### config.mk
export PLATFORM = sky130hd
export DESIGN_NAME = exec_stage
export DESIGN_NICKNAME = d
export VERILOG_FILES = /design/src/rtl/exec_stage_pkg.sv /design/src/rtl/exec_stage_mul.sv /design/src/rtl/exec_stage.sv
export SDC_FILE = /design/constraint.sdc
export NUM_CORES = 1
export LEC_CHECK = 0
export CAP_MARGIN = 25
export CORE_MARGIN = 2
export CORE_UTILIZATION = 58
export CTS_CLUSTER_DIAMETER = 100
export DETAILED_ROUTE_END_ITERATION = 7
export GPL_TIMING_DRIVEN = 0
export MAX_ROUTING_LAYER = met4
export PLACE_DENSITY = 0.83
export SETUP_SLACK_MARGIN = 0.1
export SLEW_MARGIN = 15
export SYNTH_ARGS = -nofsm -noshare
export SYNTH_HDL_FRONTEND = slang
export SYNTH_SLANG_ARGS = --single-unit
export TNS_END_PERCENT = 30
### constraint.sdc
create_clock -name clk -period 3.6 [get_ports clk]
set_input_delay 0.36 -clock clk [delete_from_list [all_inputs] [get_ports clk]]
set_output_delay 0.36 -clock clk [all_outputs]
set_load 0.01 [all_outputs]
### src/rtl/exec_stage_pkg.sv
`timescale 1ns/1ps
`default_nettype none
// ============================================================================
// Module      : exec_stage_pkg
// Description : Shared opcodes, FSM state encoding and width defaults for the
//               execute/writeback stage.
// Revision    : 1.0 - initial release
// ============================================================================
package exec_stage_pkg;

    localparam int C_DATA_W_DEF = 8;
    localparam int C_REG_AW_DEF = 3;

    localparam logic [3:0] OP_NOP = 4'h0;
    localparam logic [3:0] OP_ADD = 4'h1;
    localparam logic [3:0] OP_SUB = 4'h2;
    localparam logic [3:0] OP_AND = 4'h3;
    localparam logic [3:0] OP_OR  = 4'h4;
    localparam logic [3:0] OP_XOR = 4'h5;
    localparam logic [3:0] OP_SHL = 4'h6;
    localparam logic [3:0] OP_SHR = 4'h7;
    localparam logic [3:0] OP_MOV = 4'h8;
    localparam logic [3:0] OP_LDI = 4'h9;
    localparam logic [3:0] OP_CMP = 4'hA;
    localparam logic [3:0] OP_MUL = 4'hB;

    typedef enum logic [1:0] {
        ST_IDLE = 2'd0,
        ST_EXEC = 2'd1,
        ST_MUL  = 2'd2,
        ST_WB   = 2'd3
    } state_e;

    function automatic logic op_writes(input logic [3:0] op);
        return ((op >= OP_ADD) && (op <= OP_LDI)) || (op == OP_MUL);
    endfunction

    // Opcodes 0xC-0xF behave as NOP and leave the flags alone.
    function automatic logic op_sets_flags(input logic [3:0] op);
        return (op >= OP_ADD) && (op <= OP_MUL);
    endfunction

endpackage
`default_nettype wire

### src/rtl/exec_stage_mul.sv
`timescale 1ns/1ps
`default_nettype none
// ============================================================================
// Module      : shift_add_mul
// Description : W-iteration sequential shift-add multiplier, one multiplier
//               bit per cycle (LSB first); done pulses in the final iteration.
// Revision    : 1.0 - initial release
// ============================================================================
module shift_add_mul #(
    parameter int W = 8
) (
    input  logic           clk,
    input  logic           reset,
    input  logic           start,
    input  logic [W-1:0]   a,
    input  logic [W-1:0]   b,
    output logic           done,
    output logic [2*W-1:0] product
);
    localparam int CNT_W = (W > 1) ? $clog2(W) : 1;
    localparam logic [CNT_W-1:0] C_LAST = CNT_W'(W - 1);

    logic [2*W-1:0] mcand_q, mcand_d;
    logic [W-1:0]   mplier_q, mplier_d;
    logic [2*W-1:0] acc_q, acc_d;
    logic [CNT_W-1:0] cnt_q, cnt_d;
    logic           active_q, active_d;
    logic [2*W-1:0] acc_sum;

    // product is valid combinationally in the cycle done is high
    assign acc_sum = acc_q + (mplier_q[0] ? mcand_q : '0);
    assign done    = active_q && (cnt_q == C_LAST);
    assign product = acc_sum;

    always_comb begin
        mcand_d  = mcand_q;
        mplier_d = mplier_q;
        acc_d    = acc_q;
        cnt_d    = cnt_q;
        active_d = active_q;
        if (start) begin
            mcand_d  = {{W{1'b0}}, a};
            mplier_d = b;
            acc_d    = '0;
            cnt_d    = '0;
            active_d = 1'b1;
        end else if (active_q) begin
            acc_d    = acc_sum;
            mcand_d  = mcand_q << 1;
            mplier_d = mplier_q >> 1;
            cnt_d    = cnt_q + 1'b1;
            if (cnt_q == C_LAST) begin
                active_d = 1'b0;
            end
        end
    end

    always_ff @(posedge clk) begin
        if (reset) begin
            mcand_q  <= '0;
            mplier_q <= '0;
            acc_q    <= '0;
            cnt_q    <= '0;
            active_q <= 1'b0;
        end else begin
            mcand_q  <= mcand_d;
            mplier_q <= mplier_d;
            acc_q    <= acc_d;
            cnt_q    <= cnt_d;
            active_q <= active_d;
        end
    end

endmodule
`default_nettype wire

### src/rtl/exec_stage.sv
`timescale 1ns/1ps
`default_nettype none
// ============================================================================
// Module      : exec_stage
// Description : Multi-cycle execute/writeback stage in front of the 8x8
//               register file; ALU, shift-add MUL and Z/C flags.
// Revision    : 1.0 - initial release
// ============================================================================
module exec_stage
    import exec_stage_pkg::*;
#(
    parameter int DATA_W = C_DATA_W_DEF,
    parameter int REG_AW = C_REG_AW_DEF
) (
    input  logic              clk,
    input  logic              reset,
    input  logic              instr_valid,
    output logic              instr_ready,
    input  logic [3:0]        opcode,
    input  logic [REG_AW-1:0] rd,
    input  logic [REG_AW-1:0] rs,
    input  logic [REG_AW-1:0] rt,
    input  logic [DATA_W-1:0] imm,
    output logic [REG_AW-1:0] rf_srcA,
    output logic [REG_AW-1:0] rf_srcB,
    input  logic [DATA_W-1:0] rf_dataA,
    input  logic [DATA_W-1:0] rf_dataB,
    output logic              rf_ld,
    output logic [REG_AW-1:0] rf_dest,
    output logic [DATA_W-1:0] rf_dataD,
    output logic              flag_z,
    output logic              flag_c,
    output logic              busy
);
    state_e            state_q, state_d;
    logic [3:0]        opcode_q, opcode_d;
    logic [REG_AW-1:0] rd_q, rd_d, rs_q, rs_d, rt_q, rt_d;
    logic [DATA_W-1:0] imm_q, imm_d;
    logic [DATA_W-1:0] result_q, result_d;
    logic              wr_q, wr_d;
    logic              flag_z_q, flag_z_d, flag_c_q, flag_c_d;

    logic [DATA_W-1:0]   alu_res;
    logic                alu_c;
    logic [DATA_W:0]     sum_w, diff_w;
    logic                mul_start, mul_done;
    logic [2*DATA_W-1:0] mul_product;

    shift_add_mul #(.W(DATA_W)) u_mul (
        .clk     (clk),
        .reset   (reset),
        .start   (mul_start),
        .a       (rf_dataA),
        .b       (rf_dataB),
        .done    (mul_done),
        .product (mul_product)
    );

    assign sum_w  = {1'b0, rf_dataA} + {1'b0, rf_dataB};
    assign diff_w = {1'b0, rf_dataA} - {1'b0, rf_dataB};

    always_comb begin
        alu_res = '0;
        alu_c   = 1'b0;
        case (opcode_q)
            OP_ADD: begin alu_res = sum_w[DATA_W-1:0];  alu_c = sum_w[DATA_W];  end
            OP_SUB,
            OP_CMP: begin alu_res = diff_w[DATA_W-1:0]; alu_c = diff_w[DATA_W]; end
            OP_AND: alu_res = rf_dataA & rf_dataB;
            OP_OR:  alu_res = rf_dataA | rf_dataB;
            OP_XOR: alu_res = rf_dataA ^ rf_dataB;
            OP_SHL: begin alu_res = rf_dataA << 1; alu_c = rf_dataA[DATA_W-1]; end
            OP_SHR: begin alu_res = rf_dataA >> 1; alu_c = rf_dataA[0];        end
            OP_MOV: alu_res = rf_dataA;
            OP_LDI: alu_res = imm_q;
            default: begin alu_res = '0; alu_c = 1'b0; end
        endcase
    end

    always_comb begin
        state_d   = state_q;
        opcode_d  = opcode_q;
        rd_d      = rd_q;
        rs_d      = rs_q;
        rt_d      = rt_q;
        imm_d     = imm_q;
        result_d  = result_q;
        wr_d      = wr_q;
        flag_z_d  = flag_z_q;
        flag_c_d  = flag_c_q;
        mul_start = 1'b0;
        case (state_q)
            ST_IDLE: begin
                if (instr_valid) begin
                    opcode_d = opcode;
                    rd_d     = rd;
                    rs_d     = rs;
                    rt_d     = rt;
                    imm_d    = imm;
                    wr_d     = op_writes(opcode);
                    state_d  = ST_EXEC;
                end
            end
            ST_EXEC: begin
                if (opcode_q == OP_MUL) begin
                    mul_start = 1'b1;
                    state_d   = ST_MUL;
                end else begin
                    result_d = alu_res;
                    if (op_sets_flags(opcode_q)) begin
                        flag_z_d = (alu_res == '0);
                        flag_c_d = alu_c;
                    end
                    state_d = ST_WB;
                end
            end
            ST_MUL: begin
                if (mul_done) begin
                    result_d = mul_product[DATA_W-1:0];
                    flag_z_d = (mul_product[DATA_W-1:0] == '0);
                    flag_c_d = |mul_product[2*DATA_W-1:DATA_W];
                    state_d  = ST_WB;
                end
            end
            ST_WB:   state_d = ST_IDLE;
            default: state_d = ST_IDLE;
        endcase
    end

    always_ff @(posedge clk) begin
        if (reset) begin
            state_q  <= ST_IDLE;
            opcode_q <= OP_NOP;
            rd_q     <= '0;
            rs_q     <= '0;
            rt_q     <= '0;
            imm_q    <= '0;
            result_q <= '0;
            wr_q     <= 1'b0;
            flag_z_q <= 1'b0;
            flag_c_q <= 1'b0;
        end else begin
            state_q  <= state_d;
            opcode_q <= opcode_d;
            rd_q     <= rd_d;
            rs_q     <= rs_d;
            rt_q     <= rt_d;
            imm_q    <= imm_d;
            result_q <= result_d;
            wr_q     <= wr_d;
            flag_z_q <= flag_z_d;
            flag_c_q <= flag_c_d;
        end
    end

    assign instr_ready = (state_q == ST_IDLE);
    assign busy        = (state_q != ST_IDLE);
    assign rf_srcA     = rs_q;
    assign rf_srcB     = rt_q;
    assign rf_dest     = rd_q;
    assign rf_dataD    = result_q;
    // Gated by reset so an abort in WB can never commit a write
    assign rf_ld       = (state_q == ST_WB) && wr_q && !reset;
    assign flag_z      = flag_z_q;
    assign flag_c      = flag_c_q;

endmodule
`default_nettype wire

==> results.md <==
- Status: completed
- Sw frac: 0.396
- Crit Path Max Fanout: 6
- R2R Path Start: u_mul.mplier_q[0]$_SDFFE_PP0P_
- RSZ-0062 raised after global routing: false
- Drt wl/cell: 18.6 um
- Clk Tree Root Cell: clkbuf_8
- Initial Utilization: 0.602
- Hold/Removal Path Class: reg2reg
- Worst Setup Start Kind: input pin
- Top-count cell post-synth: nand2_1
- Distinct cells, synth: 75
- Synth Flop Type: dfxtp_1
- Die area: 10400 um2
- Largest net degree at the start of global routing: 18
- Sequential fraction of the synthesis area: 0.279
- End of the critical path: flag_z$_SDFFE_PP0P_
- Die height: slightly above 100 um
- Net Switching: 0.00109 W
- Area growth syn-to-layout: 17.5%
- TritonCTS clock tree: yes
- Sequential share of power: 0.366
- Port Buffers: 61
- Synthesized area: 5590 um2
- Worst Hold Slack: 454 ps
- Post-CTS Repair Setup Buffers: 0
- Clk pwr share: 0.243
- Max cap viols: 0
- Overall power: ~0.0028 W
- Crit. End Element: flip-flop
- Crit Path Class: in2reg
- Max incr delay on CP: 620 ps
- Site row count: 35
- DPL Wire Length: 13.4 mm
- CP required: 3910 ps
- Cell Area, Placed: 6370 um2
- First-pass iteration count of the detailed router: 6
- Net Count, Synth: 800
- Vias per cell: ~6.1
- Critical Path AT: 3640 ps
- Slew @ Worst Pin: between 800 and 900 ps
- Asr flop ratio synth: 0
- GR Util All Layers: 0.348
- Final Cycle Share: 0.925
- Skew final: 13.1 ps
- Reg-to-reg endpoint: flag_c$_SDFFE_PP0P_
- # DRC: 0
- Nets: roughly 870
- Worst-Skew Late Latency: 380 ps
- CP delay by family, top: simple AND/OR/NAND/NOR gates
- Highest Clock Rate: 0.300 GHz
- Slew HR: 0.406
- # diodes: 0
- Cells after Synth: 712
- Ys Warns: 0
- Vias: 5636
- Starting DRT DRC Count: 413
- Core footprint: 9280 um2
- Max VDD drop: 340 uV
- Placer Congestion: 0.992
- Post-synth EDFFs: 0
- Crit-path slowest cell: clkdlybuf4s50_1
- Most frequent cells after synthesis: nand2_1, dfxtp_1, a21oi_1
- Design area: 6570 um2
- Total Wirelength: 17.1 mm
- Number of global-route vias before repair: 5332
- Setup-failing EPs final: 0
- Inserted Clock Buffers: 9
- Yosys top cell by area: dfxtp_1
- Fin. Hold Viols: 0
- Number of fill cells: 750
- Cells on worst reg2reg path: 10
- Mapped Avg Cell Area: 7.85 um2
- Synthesized flop and latch total: 78
- Antenna violations before repair: 0
- Die Wd: 102 um
- H-Tree Depth: 3
- Area share of the largest cell type after synthesis: 0.279
- Worst Setup SP: rf_dataA[0]
- Gate power share: 0.391
- Clock Tree Buf Depth: 2
- Most common cell on crit path: or4_1
- ANT nets after route: 0
- Global route overflow: 0
- Clock slew at reported path FFs: approximately 100 ps
- Top post-synthesis cells by area: dfxtp_1, ha_1, mux2i_1
- Register Area: approximately 1600 um2
- Leakage: 2.60 nW
- Max-slew violations: 0
- Multi-input gate area: 3710 um2
- Setup slack, reg-to-reg: 310 ps
- Worst Path Buf+Inv: 2
- Share of cells above drive strength 1: 0.0507
- Crit-path cells: clkdlybuf4s50_1, inv_1, ha_1, fa_1, nor2_2, a211o_1, a221o_1, or4_1, or4_1, o22ai_2
- PwrDens: 419 nW/um2
- Internal power: 0.00166 W
- IO Pins: 62
- Clock sinks: 78
- First-pass GRT wire length: 27.1 mm
- Min Tclk post-route: around 3300 ps
- Path length in cells of the critical path: 10
-- layer usage --
metal  up-vias  track usage  part of all wire
met3        52       0.0698             0.091
met2       288        0.522              0.44
met5         -            -                 0
met1      2613        0.469              0.44
li1       2683            -                 -
met4         0        0.116             0.027
-- per-stage QoR --
step | setup TNS, ps | cells | util | worst slack [ps]
2_1_floorplan | 0 | 712 | - | 654
3_3_place_gp | -27.5 | 902 | 0.685 | -27.5
3_5_place_dp | -98.0 | 902 | 0.686 | -98.0
4_1_cts | 0 | 918 | 0.707 | 200
5_1_grt | 0 | 918 | 0.707 | 167
6_report | 0 | 918 | 0.707 | 270
-- worst min-delay path by stage --
stage / from / to / slack (ps) / depth (start not counted)
after detailed placement: wr_q$_SDFFE_PP0P_ / wr_q$_SDFFE_PP0P_ / 440 / 2
after global routing: rf_dataD[1]$_SDFFE_PP0P_ / rf_dataD[1]$_SDFFE_PP0P_ / 470 / 2
after global placement: wr_q$_SDFFE_PP0P_ / wr_q$_SDFFE_PP0P_ / 440 / 2
after CTS: wr_q$_SDFFE_PP0P_ / wr_q$_SDFFE_PP0P_ / 450 / 2
final: wr_q$_SDFFE_PP0P_ / wr_q$_SDFFE_PP0P_ / 450 / 2
after floorplan: wr_q$_SDFFE_PP0P_ / wr_q$_SDFFE_PP0P_ / 430 / 2
-- area by class of cell --
class,count,share of cell area
Tap cell,129,0.0246
Inverter,35,0.0200
Timing Repair Buffer,61,0.0930
Clock inverter,7,0.0110
Clock buffer,9,0.0189
Sequential cell,78,0.238
Multi-Input combinational cell,557,0.564
Buffer,42,0.0303
-- worst reg2reg max path: cells and delay by family, from the launching register on --
kind	cells	cell delay [ps]
xor gates and xnor gates	1	110
AOI/OAI and AO/OA	5	1360
and+or+nand+nor	2	710
DFF	1	370
adders and majority gates	2	630
-- registers in the layout (all words and copies together) (netlist names) --
register        count
flag_c              1
flag_z              1
imm_q               8
opcode_q            4
rf_dataD            8
rf_dest             3
rf_srcA             3
rf_srcB             3
state_q             2
u_mul.acc_q        16
u_mul.active_q      1
u_mul.cnt_q         3
u_mul.mcand_q      16
u_mul.mplier_q      8
wr_q                1
-- cell families after synthesis --
logic type | after synthesis | share of synthesized area
XOR/XNOR | 18 | 0.0282
adder cells (fa/ha/maj) | 48 | 0.111
AND/OR/NAND/NOR | 260 | 0.224
buffers and inverters | 77 | 0.0589
multiplexers | 39 | 0.0698
flip-flops | 78 | 0.279
AO/OA/AOI/OAI | 192 | 0.228
-- what timing repair did --
item / CTS / global route
resized for setup: 0 / 3
hold buffers: 0 / 0
endpoints found under the setup margin: 0 / 1
-- power by group through the flow --
stage / sequential (W) / combinational [W] / clock, W
floorplan: 0.00103 / 0.000627 / 0
global placement: 0.00102 / 0.00103 / 0
detailed placement: 0.00103 / 0.00106 / 0
CTS: 0.00101 / 0.00106 / 0.000670
global route: 0.00102 / 0.00117 / 0.000700
finish: 0.00101 / 0.00108 / 0.000668
-- cells in the final DEF (no fill, tap or decap), types with 4 or more instances in the layout --
cell              n
nor4_1            4
nand2_1          90
buf_1             4
dfxtp_1          77
xnor2_1          12
clkbuf_1         26
nand2b_1          4
ha_1             45
and3_1           11
xor2_1            6
buf_2             5
o21bai_1          5
clkbuf_8          9
clkdlybuf4s50_1  61
nor3_1           10
nor2_1           69
nand3b_1         13
o22ai_1           4
o211ai_1         11
a211oi_1         19
inv_1            34
nand3_1           8
o21ai_0          24
nand4_1           5
o21a_1            4
and2_1           19
mux2i_1          39
a21oi_1          71
nor2b_1           7
Note: power is estimated with default switching activity, not from simulation.
==> edit: new RTL, same settings <==
Put one more register stage on the output `flag_c`. The value now appears one clock later. The other outputs are not delayed to match.
--- a/src/rtl/exec_stage.sv
+++ b/src/rtl/exec_stage.sv
@@ -164,3 +164,5 @@
     assign flag_z      = flag_z_q;
-    assign flag_c      = flag_c_q;
+    always_ff @(posedge clk) begin
+        flag_c <= flag_c_q;
+    end
 
Formal check against the unedited RTL: not equivalent (Yosys sat finds a counterexample within 4 cycles, from zero or initial values and one cycle with reset high).
==> edit against the unedited design <==
Total power increased by 5.4%. Highest routed layer unchanged. Setup slack got worse by 55 ps. Design area increased by 1.1%. Utilization up 0.43 points. Sequential cell count increased by 1. Critical path type is now reg2reg. Non-clock buffer count is 2 higher. Routed wire length increased by 1.6%. Area after synthesis increased by 0.36%.
==> edit: results (changes against the unedited design) <==
status: "completed"
grt_max_degree: 17  # -1
fin_ws_ps: 215  # -54.5 ps
skew_ps: 17.2  # +4.13 ps
via_count: 5623  # -0.23%
r2r-end: "flag_c_q"
hp-start: "flag_c_q"
max_stage_delay_ps: 530  # -90 ps
p_sw_frac: 0.376  # -0.0198
gp_congestion: 1.06  # +6.3%
dpl_worst_slack_ps: -52.4  # +45.6 ps
critPathMaxFanout: 8  # +2
grt_use_total: 0.357  # +0.00939
drive_gt1_frac: 0.0530  # +0.00233
n_fill_cell: 809  # +7.9%
grt_pass1_wl_um: 28100  # +3.6%
drtPass1Iterations: 5  # -1
hold_depth: 0  # -2
worstSetupStartpoint: "u_mul.mplier_q[0]"
synthTopCellsByCount: "nand2_1 (90), dfxtp_1 (79), a21oi_1 (71)"
ir_drop_v: 0.000317  # -6.8%
routed_wirelength_um: 17300  # +1.6%
grt_pass1_vias: 5489  # +2.9%
cp_slowest_cell: "or4_1"
vias_per_cell: 6.11  # -0.56%
synthTopCellsByArea: "dfxtp_1 (28%), ha_1 (10%), mux2i_1 (7.0%)"
-- edit: worst max-delay path, delay by kind of cell (launching register included) --
family          cells  cell delay (ps)
compound gates      5             1400
simple gates        2              730
fa+ha+maj           2              640
flops               1              410
xor+xnor            1              100
-- edit: kinds of logic after synthesis --
| family | count (synthesis) | share of synthesized area |
|---|---|---|
| simple gates | 260 | 0.224 |
| compound gates | 192 | 0.227 |
| flops | 79 | 0.282 |
| buf+inv | 77 | 0.0587 |
| fa+ha+maj | 48 | 0.111 |
| mux | 39 | 0.0696 |
| xor+xnor | 18 | 0.0281 |
-- edit: how the worst max path moves through the flow --
| stage | to |
|---|---|
| finish | flag_c_q |
| detailed placement | flag_z |
| CTS | flag_c_q |
| global route | flag_z |
| global placement | flag_z |
| floorplan | flag_c_q |
-- edit: cell type report --
type | count | share of cell area
Buffer | 42 | 0.0300
Clock buffer | 9 | 0.0187
Clock inverter | 7 | 0.0160
Inverter | 35 | 0.0198
Multi-Input combinational cell | 557 | 0.559
Sequential cell | 79 | 0.238
Tap cell | 129 | 0.0243
Timing Repair Buffer | 63 | 0.0942
-- edit: power groups by stage --
stage | combinational, uW | clock, uW | sequential, uW
3_5_place_dp | 1050 | 0 | 1040
5_1_grt | 1180 | 837 | 1030
2_1_floorplan | 627 | 0 | 1050
4_1_cts | 1060 | 802 | 1020
6_report | 1080 | 802 | 1020
3_3_place_gp | 1030 | 0 | 1040
-- edit: repair_timing --
item / in CTS / in global routing
resized for setup: 0 / 3
endpoints found under the setup margin: 0 / 2
buffers inserted: 0 / 2
-- edit: per-stage QoR --
stage	setup TNS, ps	hold slack [ps]	utilization	total power (uW)
floorplan	0	346	-	1680
global placement	-40.6	399	0.684	2060
detailed placement	-52.4	406	0.685	2090
CTS	0	423	0.710	2880
global route	0	426	0.712	3050
finish	0	424	0.712	2900
-- edit: metal layers --
metal	vias up	wire, um	global-route usage
li1	2689	-	-
met1	2600	7830	0.488
met2	303	7720	0.554
met3	31	1460	0.0561
met4	0	314	0.0882
met5	-	0	-
